<file path="src/rtl/logic_unit_pkg.sv">
// Shared opcode type and the bitwise op function for the pipelined logic unit.
package logic_unit_pkg;

  // Widest operand the op function handles; callers zero-extend and truncate.
  localparam int unsigned MaxWidth = 64;

  typedef enum logic [2:0] {
    OpAnd  = 3'd0,
    OpOr   = 3'd1,
    OpXor  = 3'd2,
    OpNot  = 3'd3,
    OpNand = 3'd4,
    OpNor  = 3'd5,
    OpXnor = 3'd6,
    OpPass = 3'd7
  } op_e;

  function automatic logic [MaxWidth-1:0] apply_op(op_e op, logic [MaxWidth-1:0] a,
                                                   logic [MaxWidth-1:0] b);
    logic [MaxWidth-1:0] res;
    case (op)
      OpAnd:   res = a & b;
      OpOr:    res = a | b;
      OpXor:   res = a ^ b;
      OpNot:   res = ~a;
      OpNand:  res = ~(a & b);
      OpNor:   res = ~(a | b);
      OpXnor:  res = ~(a ^ b);
      default: res = a;
    endcase
    return res;
  endfunction

endpackage

</file>
<file path="src/rtl/logic_unit_if.sv">
// Handshake bundle for the logic unit; flag signals exist only with LOGIC_UNIT_FLAGS_EN.
interface logic_unit_if #(
  parameter int unsigned WIDTH = 4,
  parameter int unsigned CNT_W = 16
) ();
  import logic_unit_pkg::*;

  logic             in_valid;
  logic             in_ready;
  logic [WIDTH-1:0] a;
  logic [WIDTH-1:0] b;
  op_e              op;
  logic             out_valid;
  logic             out_ready;
  logic [WIDTH-1:0] result;
  logic [CNT_W-1:0] op_count;
`ifdef LOGIC_UNIT_FLAGS_EN
  logic             flag_zero;
  logic             flag_ones;
  logic             flag_parity;

  modport slave (
    input  in_valid, a, b, op, out_ready,
    output in_ready, out_valid, result, op_count, flag_zero, flag_ones, flag_parity
  );
  modport master (
    output in_valid, a, b, op, out_ready,
    input  in_ready, out_valid, result, op_count, flag_zero, flag_ones, flag_parity
  );
`else
  modport slave (
    input  in_valid, a, b, op, out_ready,
    output in_ready, out_valid, result, op_count
  );
  modport master (
    output in_valid, a, b, op, out_ready,
    input  in_ready, out_valid, result, op_count
  );
`endif

endinterface

</file>
<file path="src/rtl/logic_unit_stage.sv">
// Generic valid/ready register slice; data only updates when a beat is actually taken.
module logic_unit_stage #(
  parameter int unsigned DATA_W = 8
) (
  input  logic              clk,
  input  logic              rst,
  input  logic              in_valid_i,
  output logic              in_ready_o,
  input  logic [DATA_W-1:0] in_data_i,
  output logic              out_valid_o,
  input  logic              out_ready_i,
  output logic [DATA_W-1:0] out_data_o
);

  logic              valid_q, valid_d;
  logic [DATA_W-1:0] data_q, data_d;

  always_comb begin
    in_ready_o = !valid_q || out_ready_i;
    valid_d    = valid_q;
    data_d     = data_q;
    if (in_ready_o) begin
      valid_d = in_valid_i;
      if (in_valid_i) begin
        data_d = in_data_i;
      end
    end
  end

  always_ff @(posedge clk) begin
    if (rst) begin
      valid_q <= 1'b0;
      data_q  <= '0;
    end else begin
      valid_q <= valid_d;
      data_q  <= data_d;
    end
  end

  assign out_valid_o = valid_q;
  assign out_data_o  = data_q;

endmodule

</file>
<file path="src/rtl/logic_unit_pipe.sv">
// Pipelined WIDTH-bit logic unit: two register slices with the op function between them.
// Define LOGIC_UNIT_FLAGS_EN to add registered zero/ones/parity flags on the result.
module logic_unit_pipe
  import logic_unit_pkg::*;
#(
  parameter int unsigned WIDTH = 4,
  parameter int unsigned CNT_W = 16
) (
  input logic         clk,
  input logic         rst,
  logic_unit_if.slave bus
);

  localparam int unsigned S1W = 3 + 2 * WIDTH;
`ifdef LOGIC_UNIT_FLAGS_EN
  localparam int unsigned S2W = WIDTH + 3;
`else
  localparam int unsigned S2W = WIDTH;
`endif

  logic             s1_valid;
  logic             s2_ready;
  logic [S1W-1:0]   s1_data;
  logic [S2W-1:0]   s2_in;
  logic [S2W-1:0]   s2_data;
  logic [WIDTH-1:0] s1_a;
  logic [WIDTH-1:0] s1_b;
  logic [WIDTH-1:0] op_res;
  op_e              s1_op;
  logic [CNT_W-1:0] op_count_q, op_count_d;

  logic_unit_stage #(.DATA_W(S1W)) u_s1 (
    .clk         (clk),
    .rst         (rst),
    .in_valid_i  (bus.in_valid),
    .in_ready_o  (bus.in_ready),
    .in_data_i   ({bus.op, bus.b, bus.a}),
    .out_valid_o (s1_valid),
    .out_ready_i (s2_ready),
    .out_data_o  (s1_data)
  );

  always_comb begin
    s1_a   = s1_data[WIDTH-1:0];
    s1_b   = s1_data[2*WIDTH-1:WIDTH];
    s1_op  = op_e'(s1_data[S1W-1 -: 3]);
    op_res = WIDTH'(apply_op(s1_op, MaxWidth'(s1_a), MaxWidth'(s1_b)));
`ifdef LOGIC_UNIT_FLAGS_EN
    s2_in  = {^op_res, &op_res, ~|op_res, op_res};
`else
    s2_in  = op_res;
`endif
  end

  logic_unit_stage #(.DATA_W(S2W)) u_s2 (
    .clk         (clk),
    .rst         (rst),
    .in_valid_i  (s1_valid),
    .in_ready_o  (s2_ready),
    .in_data_i   (s2_in),
    .out_valid_o (bus.out_valid),
    .out_ready_i (bus.out_ready),
    .out_data_o  (s2_data)
  );

  always_comb begin
    op_count_d = op_count_q;
    if (bus.out_valid && bus.out_ready) begin
      op_count_d = op_count_q + CNT_W'(1);
    end
  end

  always_ff @(posedge clk) begin
    if (rst) begin
      op_count_q <= '0;
    end else begin
      op_count_q <= op_count_d;
    end
  end

  assign bus.result   = s2_data[WIDTH-1:0];
  assign bus.op_count = op_count_q;
`ifdef LOGIC_UNIT_FLAGS_EN
  assign bus.flag_zero   = s2_data[WIDTH];
  assign bus.flag_ones   = s2_data[WIDTH+1];
  assign bus.flag_parity = s2_data[WIDTH+2];
`endif

endmodule

</file>
<file path="src/flat_wrapper.sv">
// flat-port wrapper written by rule: the top's interface ports become plain ports
module logic_unit_pipe_flat import logic_unit_pkg::*;
#(
  parameter int unsigned WIDTH = 4,
  parameter int unsigned CNT_W = 16
)
  (clk, rst, bus_in_valid, bus_a, bus_b, bus_op, bus_out_ready, bus_in_ready, bus_out_valid, bus_result, bus_op_count);
  logic_unit_if #(.WIDTH(WIDTH), .CNT_W(CNT_W)) bus_i ();
  input logic clk;
  input logic rst;
  input wire logic [$bits(bus_i.in_valid)-1:0] bus_in_valid;
  input wire logic [$bits(bus_i.a)-1:0] bus_a;
  input wire logic [$bits(bus_i.b)-1:0] bus_b;
  input wire logic [$bits(bus_i.op)-1:0] bus_op;
  input wire logic [$bits(bus_i.out_ready)-1:0] bus_out_ready;
  output wire logic [$bits(bus_i.in_ready)-1:0] bus_in_ready;
  output wire logic [$bits(bus_i.out_valid)-1:0] bus_out_valid;
  output wire logic [$bits(bus_i.result)-1:0] bus_result;
  output wire logic [$bits(bus_i.op_count)-1:0] bus_op_count;
  assign bus_i.in_valid = bus_in_valid;
  assign bus_i.a = bus_a;
  assign bus_i.b = bus_b;
  assign bus_i.op = bus_op;
  assign bus_i.out_ready = bus_out_ready;
  assign bus_in_ready = bus_i.in_ready;
  assign bus_out_valid = bus_i.out_valid;
  assign bus_result = bus_i.result;
  assign bus_op_count = bus_i.op_count;
  logic_unit_pipe #(.WIDTH(WIDTH), .CNT_W(CNT_W)) u_core (.clk(clk), .rst(rst), .bus(bus_i));
endmodule
</file>
<file path="config.mk">
export PLATFORM = sky130hd
export DESIGN_NAME = logic_unit_pipe_flat
export DESIGN_NICKNAME = d
export VERILOG_FILES = /design/src/rtl/logic_unit_pkg.sv /design/src/rtl/logic_unit_if.sv /design/src/rtl/logic_unit_stage.sv /design/src/rtl/logic_unit_pipe.sv /design/src/flat_wrapper.sv
export SDC_FILE = /design/constraint.sdc
export NUM_CORES = 1
export LEC_CHECK = 0
export ABC_CLOCK_PERIOD_IN_PS = 2080
export CAP_MARGIN = 15
export CORE_ASPECT_RATIO = 0.9
export CORE_MARGIN = 2
export CORE_UTILIZATION = 49
export CTS_CLUSTER_SIZE = 40
export DETAILED_ROUTE_END_ITERATION = 7
export GPL_TIMING_DRIVEN = 1
export PLACE_DENSITY = 0.78
export SLEW_MARGIN = 5
export SYNTH_ARGS = -nofsm -noshare
export SYNTH_HDL_FRONTEND = slang
export SYNTH_SLANG_ARGS = --single-unit
</file>
<file path="constraint.sdc">
create_clock -name clk -period 2.08 [get_ports clk]
set_input_delay 0.208 -clock clk [delete_from_list [all_inputs] [get_ports clk]]
set_output_delay 0.208 -clock clk [all_outputs]
set_load 0.01 [all_outputs]
</file>
==> impl_metrics.tcl, run 1 <==
set metrics [dict create \
    syn_inst 185 \
    drtIter0Drc 102 \
    cts_inserted_buffers 5 \
    pin_count 37 \
    start_kind "primary input" \
    nets 246 \
    slew_violations 0 \
    fill_cells 258 \
    synth_mux_area_share_pct 5.57 \
    hp-class "in2reg" \
    drt.antenna.violating_nets 0 \
    power.leakage_nw 0.775 \
    final.min_clock_period_ns 1.84 \
    finalCritPeriodShare_pct 88.4 \
    hold_buffers 0 \
    netlist.area_leader.share_pct 40.9 \
    critPathMaxFanout 8 \
    syn2layout_area_growth_pct 27.9 \
    synth_ff_type "dfxtp_1" \
    clock_latency_ns 0.33 \
    cts_max_level 2 \
    hpwl_um 2510 \
    drive_gt1_share_pct 8.52 \
    cts_buffer_depth 2 \
    die-area_mm2 0.00378 \
    ctsResizeCount 0 \
    wirelength_um 3280 \
    timing.setup.tns_ns 0 \
    synth_edf_count 0 \
    critPathKind "in2out" \
    finalClockSkew_ns 0.00670 \
    antenna_found_initial 0 \
    cts-root-buf "clkbuf_4" \
    ir_drop_mv 0.353 \
    multi_input_area_um2 860 \
    drt-vias-per-instance 5.30 \
    yosysUniqueCellTypes 31 \
    yosysWarnings 0 \
    synth_fp_nets 209 \
    grt_max_degree 22 \
    synth-xor-area-share_pct 7.59 \
    synth_top_family_by_area "simple AND/OR/NAND/NOR gates" \
    drt-pass1-iter-count 4 \
    ff_latch_area_um2 661 \
    status "finished, final reports clean" \
    max_clock_freq_ghz 0.544 \
    yosys_register_bits 33 \
    n_antenna_cell 0 \
    gp_congestion 0.781 \
    yosys.area_share.simple_pct 23.7 \
    synth_top_area_cell "dfxtp_1" \
    synth_compound_area_share_pct 9.37 \
    grt_use_total_pct 19.2 \
    initial_core_util_pct 52.3 \
    overflow 0 \
    drcViolationCount 0 \
    fp.dieW_um 64.5 \
    synthTopCellsByArea "dfxtp_1 (41%), ha_1 (7.0%), a21oi_1 (5.9%)" \
    grt_setup_unrepaired "no" \
    clkTransAtPathRegs_ns 0.09 \
    async_flop_share_pct 0 \
    cts.sinks 33 \
    cap_violations 0 \
    whs_ns 0.435 \
    wl_per_cell_um 12.4 \
    synth_area_mm2 0.00162 \
    finalHoldViolations 0 \
    design.core.area_mm2 0.00309 \
    cp.required_ns 1.87 \
    slew_headroom_pct 65.3 \
    final-setup-viol-count 0 \
    synthAdderAreaFrac_pct 6.97 \
    tightest_slew_ns 0.519 \
    postSynthAreaPerCell_um2 8.74 \
    die_h_um 58.5 \
    cts_tree "yes" \
    p_total_mw 1.16 \
    num_vias 1405 \
    arrival_ns 1.63 \
    grt_pass1_vias 1268 \
    grt_pass1_wl_um 5530 \
    postCtsSetupRepairBufs 0 \
    end_kind "output port" \
    port_buffers 36 \
    fp-row-count 19 \
    powerDensity_mw_per_mm2 559 \
    ys_seq_area_share_pct 40.9 \
]
[final timing paths]
check	start	end	slack [ns]	depth (start not counted)
worst max-delay path	bus_out_ready	bus_in_ready	0.24	3
worst min-delay path	bus_b[1]	u_core.u_s1.out_data_o[5]$_SDFFE_PP0P_	0.44	3
worst max register to register	u_core.u_s1.out_data_o[1]$_SDFFE_PP0P_	u_core.u_s2.out_data_o[1]$_SDFFE_PP0P_	0.46	5
worst min register to register	u_core.u_s1.out_valid_o$_SDFFE_PP0N_	u_core.u_s2.out_valid_o$_SDFFE_PP0P_	0.45	2
[critical path, cell delays in order]
cell and delay, ns:
clkdlybuf4s50_1 0.65, nand3b_1 0.21, clkdlybuf4s50_1 0.56
[Yosys cell counts (4+ instances only)]
cell type and instances:
xor2_1 5, ha_1 9, xnor2_1 9, dfxtp_1 33, a21oi_1 19, nand4_1 4, nand2_1 19, nand3_1 17
a211oi_1 4, clkbuf_1 7, inv_1 16, mux4_2 4, nor2_1 15
[area by class of cell]
cell class / instances / share of cell area (%)
clock buffers: 6 / 2.00
multi-input cells: 127 / 41.6
well taps: 42 / 2.54
inverters: 16 / 2.91
clock inverters: 2 / 0.484
flip-flops and latches: 33 / 32.0
repair buffers: 39 / 18.5
[metrics by stage]
stage / area (µm²) / cells / utilization, % / setup slack, ns
after detailed placement: 2020 / 257 / 65.2 / 0.206
after global routing: 2070 / 265 / 66.9 / 0.183
after floorplan: 1620 / 185 / - / 0.556
final: 2070 / 265 / 66.9 / 0.241
after CTS: 2070 / 265 / 66.9 / 0.237
after global placement: 2020 / 257 / 65.2 / 0.244
[layout by cell type (no fill, tap or decap), types with 2 or more instances in the layout]
| cell | instances |
|---|---|
| clkdlybuf4s50_1 | 36 |
| dfxtp_1 | 33 |
| nand2_1 | 19 |
| a21oi_1 | 19 |
| nand3_1 | 17 |
| inv_1 | 16 |
| nor2_1 | 15 |
| xnor2_1 | 9 |
| ha_1 | 9 |
| xor2_1 | 5 |
| clkbuf_4 | 5 |
| mux4_2 | 4 |
| a211oi_1 | 4 |
| nand4_1 | 4 |
| buf_4 | 3 |
| nand2b_1 | 2 |
| and2_1 | 2 |
| nor4_1 | 2 |
| o21ai_0 | 2 |
| or3_1 | 2 |
| nor3_1 | 2 |
| clkinv_2 | 2 |
[sequential cells by signal, indices dropped and copies added, names as in the netlist]
name / count
u_core.u_s2.out_valid_o: 1
u_core.bus.op_count: 16
u_core.u_s1.out_valid_o: 1
u_core.u_s1.out_data_o: 11
u_core.u_s2.out_data_o: 4
[logic make-up after synthesis]
logic type,Yosys count
AO/OA/AOI/OAI,27
XOR/XNOR,14
adder cells (fa/ha/maj),9
buffers and inverters,25
flip-flops,33
multiplexers,4
AND/OR/NAND/NOR,73
[where the power goes]
part	switching [mW]	total (mW)	internal (mW)	leakage (nW)
Clock	0.215	0.344	0.129	0.0320
Sequential	0.0212	0.674	0.653	0.269
Combinational	0.0607	0.138	0.0778	0.474
[routing by layer]
layer  routed length [µm]  global-route usage (%)  vias up
li1                     -                       -      704
met1                 1460                    24.1      646
met2                 1540                    31.5       47
met3                  205                    4.59        8
met4                   68                    8.81        0
met5                    0                       0        -
Note: power is estimated with default switching activity, not from simulation.
==> run 2: changes to the inputs <==
--- a/config.mk
+++ b/config.mk
@@ -5,15 +5,15 @@
 export SDC_FILE = /design/constraint.sdc
 export NUM_CORES = 1
 export LEC_CHECK = 0
-export ABC_CLOCK_PERIOD_IN_PS = 2080
+export ABC_CLOCK_PERIOD_IN_PS = 1480
 export CAP_MARGIN = 15
 export CORE_ASPECT_RATIO = 0.9
 export CORE_MARGIN = 2
-export CORE_UTILIZATION = 49
+export CORE_UTILIZATION = 44
 export CTS_CLUSTER_SIZE = 40
 export DETAILED_ROUTE_END_ITERATION = 7
 export GPL_TIMING_DRIVEN = 1
-export PLACE_DENSITY = 0.78
+export PLACE_DENSITY = 0.74
 export SLEW_MARGIN = 5
 export SYNTH_ARGS = -nofsm -noshare
 export SYNTH_HDL_FRONTEND = slang
==> constraint.sdc (replaced) <==
create_clock -name clk -period 1.48 [get_ports clk]
set_input_delay 0.148 -clock clk [delete_from_list [all_inputs] [get_ports clk]]
set_output_delay 0.148 -clock clk [all_outputs]
set_load 0.01 [all_outputs]
==> run 2 against run 1 <==
The flow now finishes with violations (setup timing). Via count up 6.0%. Final area rose by 19%. Worst hold slack worse by 0.056 ns. Non-clock buffer count up 31. Highest routed layer unchanged. Setup slack got worse by 0.30 ns. Largest cell class unchanged. Combinational power grew 88%.
==> impl_metrics.tcl, run 2 (synthesis gave the netlist of run 1 again) <==
set metrics [dict create \
    setup_slack_ns -0.0565 \
    arrival_ns 1.76 \
    cp.required_ns 1.70 \
    tightest_slew_ns 0.335 \
    overflow 0 \
    num_vias 1489 \
    violations "setup timing" \
    layout_common_cells "buf_4 (33), clkdlybuf4s50_1 (26), dfxtp_1 (21)" \
    worst_path_largest_cell_delay_ns 0.49 \
    grt_pass1_vias 1370 \
    cts-root-buf "clkbuf_8" \
    hp-class "in2reg" \
    cts_buffer_depth 2 \
    initial_core_util_pct 46.8 \
    critPathMaxFanout 2 \
    fill_cells 260 \
    min_from "bus_out_ready" \
    drive_gt1_share_pct 31.5 \
    status "finished, violations left" \
    antenna_found_initial 0 \
    cts_tree "yes" \
    cts_inserted_buffers 5 \
    p_total_mw 1.87 \
    drt-vias-per-instance 5.00 \
    max_clock_freq_ghz 0.651 \
    rr_startpoint "u_core.u_s1.out_data_o[4]$_SDFFE_PP0P_" \
    largest_reg_flops 16 \
    finalCritPeriodShare_pct 104 \
    critPathKind "reg2reg" \
    syn2layout_area_growth_pct 52.0 \
    grt_pass1_wl_um 6220 \
    die-area_mm2 0.00418 \
    fp-row-count 20 \
    final.min_clock_period_ns 1.54 \
    powerDensity_mw_per_mm2 760 \
    drt.antenna.violating_nets 0 \
    finalClockSkew_ns 0.00668 \
    finalHoldViolations 0 \
    slew_headroom_pct 77.5 \
    nets 277 \
    grt_setup_unrepaired "yes" \
    die_h_um 61.5 \
    design.core.area_mm2 0.00345 \
    critical_path.startpoint "u_core.u_s1.out_data_o[4]$_SDFFE_PP0P_" \
    start_kind "flop" \
    multi_input_area_um2 957 \
    power.leakage_nw 1.06 \
    pin_count 37 \
    hpwl_um 2510 \
    cts.sinks 33 \
    n_antenna_cell 0 \
    end_kind "flop" \
    dp.cells 287 \
    cap_violations 0 \
    worst_path_max_delay_cell "mux4_2" \
    grt_max_degree 20 \
    wirelength_um 3860 \
    grt_use_total_pct 21.2 \
    port_buffers 36 \
    clock_latency_ns 0.30 \
    drt-pass1-iter-count 4 \
    gp_congestion 0.774 \
    ff_latch_area_um2 676 \
    slew_violations 0 \
    ir_drop_mv 0.544 \
    wl_per_cell_um 12.9 \
    cts_max_level 2 \
    drtIter0Drc 80 \
    final_common_cell "buf_4" \
    finalNonFillerCells 298 \
    crit_chain "inv_1 -> ha_1 -> mux4_2 -> xnor2_1 -> a211oi_2" \
    drcViolationCount 0 \
    clkTransAtPathRegs_ns 0.07 \
    fp.dieW_um 67.9 \
    final-setup-viol-count 3 \
]
run 2: cell count changes in the layout (fill, tap and decap cells not counted), sizes merged:
cell / previous run / this run
dlymetal6s2s: 0 / 6
clkdlybuf4s50: 36 / 26
dlygate4sd2: 0 / 4
buf: 3 / 34
clkinv: 2 / 0
clkbuf: 6 / 8
run 2: critical path, delay by kind of cell, from the launching register on:
family / cells / cell delay, ns
fa+ha+maj: 1 / 0.26
mux: 1 / 0.49
buf+inv: 1 / 0.06
compound gates: 1 / 0.17
flops: 1 / 0.34
xor+xnor: 1 / 0.15
run 2: metal layers:
metal / track usage (%) / up-vias / wire length (µm)
met2: 32.6 / 31 / 1760
met4: 13.4 / 0 / 116
met1: 26.8 / 686 / 1820
met3: 5.48 / 10 / 156
li1: - / 762 / -
met5: 0 / - / 0
run 2: power by group:
part           switching (mW)  total, mW  internal, mW
Sequential             0.0263      0.948         0.921
Clock                   0.326      0.660         0.334
Combinational           0.113      0.259         0.147
Total                   0.465       1.87          1.40
run 2: cell type report:
cell class	instances	share of cell area, %
Sequential cell	33	27.5
Clock buffer	8	3.26
Inverter	16	2.44
Tap cell	44	2.24
Timing Repair Buffer	70	25.6
Multi-Input combinational cell	127	39.0
run 2: stage by stage:
step	instance area [µm²]	hold slack [ns]	util, %	setup TNS (ns)	setup WS (ns)
2_1_floorplan	1620	0.288	-	0	0.00617
6_report	2460	0.379	71.2	-0.118	-0.0565
3_3_place_gp	2230	0.453	64.7	-3.54	-0.241
4_1_cts	2350	0.389	68.2	-0.118	-0.0502
5_1_grt	2460	0.431	71.2	-0.326	-0.125
3_5_place_dp	2230	0.455	64.7	-4.03	-0.264
run 2: repair_timing:
item,in CTS,in global routing
gates resized for setup,20,22
buffers inserted,1,3
pin swaps,6,6
setup endpoints to repair,7,15
hold buffers,0,0
run 2: worst paths after layout:
check	depth (start not counted)	endpoint	slack [ns]
max	5	u_core.u_s2.out_data_o[0]$_SDFFE_PP0P_	-0.06
min	3	u_core.bus.op_count[1]$_SDFFE_PP0P_	0.38
max reg2reg	5	u_core.u_s2.out_data_o[0]$_SDFFE_PP0P_	-0.06
min reg2reg	2	u_core.u_s1.out_data_o[1]$_SDFFE_PP0P_	0.48
==> run 3: changes to the inputs <==
--- a/config.mk
+++ b/config.mk
@@ -7,13 +7,15 @@
 export LEC_CHECK = 0
 export ABC_CLOCK_PERIOD_IN_PS = 1480
 export CAP_MARGIN = 15
+export CELL_PAD_IN_SITES_DETAIL_PLACEMENT = 1
+export CELL_PAD_IN_SITES_GLOBAL_PLACEMENT = 1
 export CORE_ASPECT_RATIO = 0.9
 export CORE_MARGIN = 2
-export CORE_UTILIZATION = 44
+export CORE_UTILIZATION = 33
 export CTS_CLUSTER_SIZE = 40
 export DETAILED_ROUTE_END_ITERATION = 7
 export GPL_TIMING_DRIVEN = 1
-export PLACE_DENSITY = 0.74
+export PLACE_DENSITY_LB_ADDON = 0.3
 export SLEW_MARGIN = 5
 export SYNTH_ARGS = -nofsm -noshare
 export SYNTH_HDL_FRONTEND = slang
==> run 3 against run 2 <==
The flow still finishes with violations (setup timing). Clock power rose by 6.7%. Final area increased by 6.4%. Cell count increased by 8.4%. Critical path depth stayed put. Critical endpoint is now u_core.u_s2.out_data_o[1]$_SDFFE_PP0P_. Largest cell class unchanged. Largest power group unchanged.
==> impl_metrics.tcl, run 3 (synthesis gave the netlist of run 1 again) <==
set metrics [dict create \
    status "finished, violations left" \
    violations "setup timing" \
    wl_per_cell_um 14.7 \
    fp.dieW_um 77.8 \
    start_kind "flop" \
    critical_path.startpoint "u_core.u_s1.out_data_o[1]$_SDFFE_PP0P_" \
    powerDensity_mw_per_mm2 745 \
    design.core.area_mm2 0.00477 \
    cap_violations 0 \
    wirelength_um 4760 \
    fin_util_pct 54.8 \
    nets 282 \
    tightest_slew_ns 0.413 \
    finalClockSkew_ns 0.00352 \
    cts_max_level 2 \
    slew_headroom_pct 72.5 \
    die-area_mm2 0.00548 \
    cts_buffer_depth 2 \
    largest_reg_flops 16 \
    die_h_um 70.4 \
    final.min_clock_period_ns 1.56 \
    multi_input_area_um2 995 \
    finalHoldViolations 0 \
    setup_slack_ns -0.0837 \
    cts_inserted_buffers 5 \
    hold_buffers 0 \
    power.leakage_nw 1.12 \
    post-place-ws_ns -0.241 \
    critPathKind "reg2reg" \
    port_buffers 36 \
    drt.antenna.violating_nets 0 \
    drive_gt1_share_pct 38.8 \
    initial_core_util_pct 33.9 \
    cts_tree "yes" \
    drt-vias-per-instance 4.85 \
    clkTransAtPathRegs_ns 0.07 \
    critPathMaxFanout 3 \
    gp_congestion 0.753 \
    pin_count 37 \
    slew_violations 0 \
    rr_startpoint "u_core.u_s1.out_data_o[1]$_SDFFE_PP0P_" \
    drtIter0Drc 31 \
    grt_pass1_vias 1607 \
    drcViolationCount 0 \
    end_kind "flop" \
    grt_use_total_pct 17.9 \
    cts.sinks 33 \
    max_clock_freq_ghz 0.640 \
    final_common_cell "buf_4" \
    p_total_mw 1.95 \
    finalNonFillerCells 323 \
    grt_setup_unrepaired "yes" \
    min_from "bus_a[3]" \
    finalCritPeriodShare_pct 106 \
    ff_latch_area_um2 691 \
    n_antenna_cell 0 \
    ir_drop_mv 0.423 \
    fill_cells 557 \
    cts-root-buf "clkbuf_8" \
    grt_max_degree 23 \
    final-setup-viol-count 4 \
    num_vias 1568 \
    hp-class "in2reg" \
    antenna_found_initial 0 \
    fp-row-count 24 \
    arrival_ns 1.77 \
    dp.cells 312 \
    drt-pass1-iter-count 4 \
    cp.required_ns 1.68 \
    hpwl_um 3340 \
    syn2layout_area_growth_pct 61.8 \
    layout_common_cells "buf_4 (33), clkdlybuf4s50_1 (27), nand2_1 (19)" \
    grt_pass1_wl_um 7630 \
    r2r_slack_ns -0.08 \
    overflow 0 \
    clock_latency_ns 0.29 \
]
[run 3: changes by cell type in the layout (fill, tap and decap cells not counted), moves of 3 or more]
cell,previous run,this run
dfxtp_1,21,15
dfxtp_4,0,3
xnor2_2,0,3
xnor2_1,9,6
buf_6,1,5
dfxtp_2,12,15
[run 3: per-layer routing]
metal / GRT usage, % / vias to the layer above / part of all wire (%)
met5: 0 / - / 0
met4: 4.96 / 0 / 0.97
met3: 5.81 / 6 / 3.8
met2: 27.9 / 27 / 48
met1: 23.8 / 763 / 47
li1: - / 772 / -
[run 3: metrics by stage]
step	setup TNS [ns]	hold WS, ns	area [µm²]
floorplan	0	0.288	1620
global placement	-2.89	0.449	2300
detailed placement	-4.31	0.458	2300
CTS	-0.295	0.407	2480
global route	-0.538	0.421	2620
finish	-0.218	0.415	2620
[run 3: cell type report]
type | count | share of cell area (%)
Multi-Input combinational cell | 127 | 38.0
Timing Repair Buffer | 75 | 26.7
Sequential cell | 33 | 26.4
Clock buffer | 7 | 3.30
Tap cell | 65 | 3.11
Inverter | 16 | 2.39
[run 3: path summary, 6_finish.rpt]
path	endpoint	cells past startpoint
worst min register to register	u_core.u_s2.out_valid_o$_SDFFE_PP0P_	2
worst max-delay path	u_core.u_s2.out_data_o[1]$_SDFFE_PP0P_	5
worst max register to register	u_core.u_s2.out_data_o[1]$_SDFFE_PP0P_	5
worst min-delay path	u_core.u_s1.out_data_o[3]$_SDFFE_PP0P_	3
[run 3: critical path, stage by stage, from the launching register on]
cell	delay, ns
dfxtp_4	0.36
buf_6	0.11
ha_2	0.16
mux4_2	0.49
xnor2_2	0.16
a211oi_2	0.20
[run 3: power breakdown]
group,internal [mW],switching [mW]
clock network,0.369,0.335
registers,0.917,0.0291
logic,0.168,0.130
total,1.45,0.494
[run 3: timing repair]
item                       CTS  global route
pin swaps                    9             8
setup buffers                1             3
setup endpoints to repair    8            20
gates resized for setup     27            35
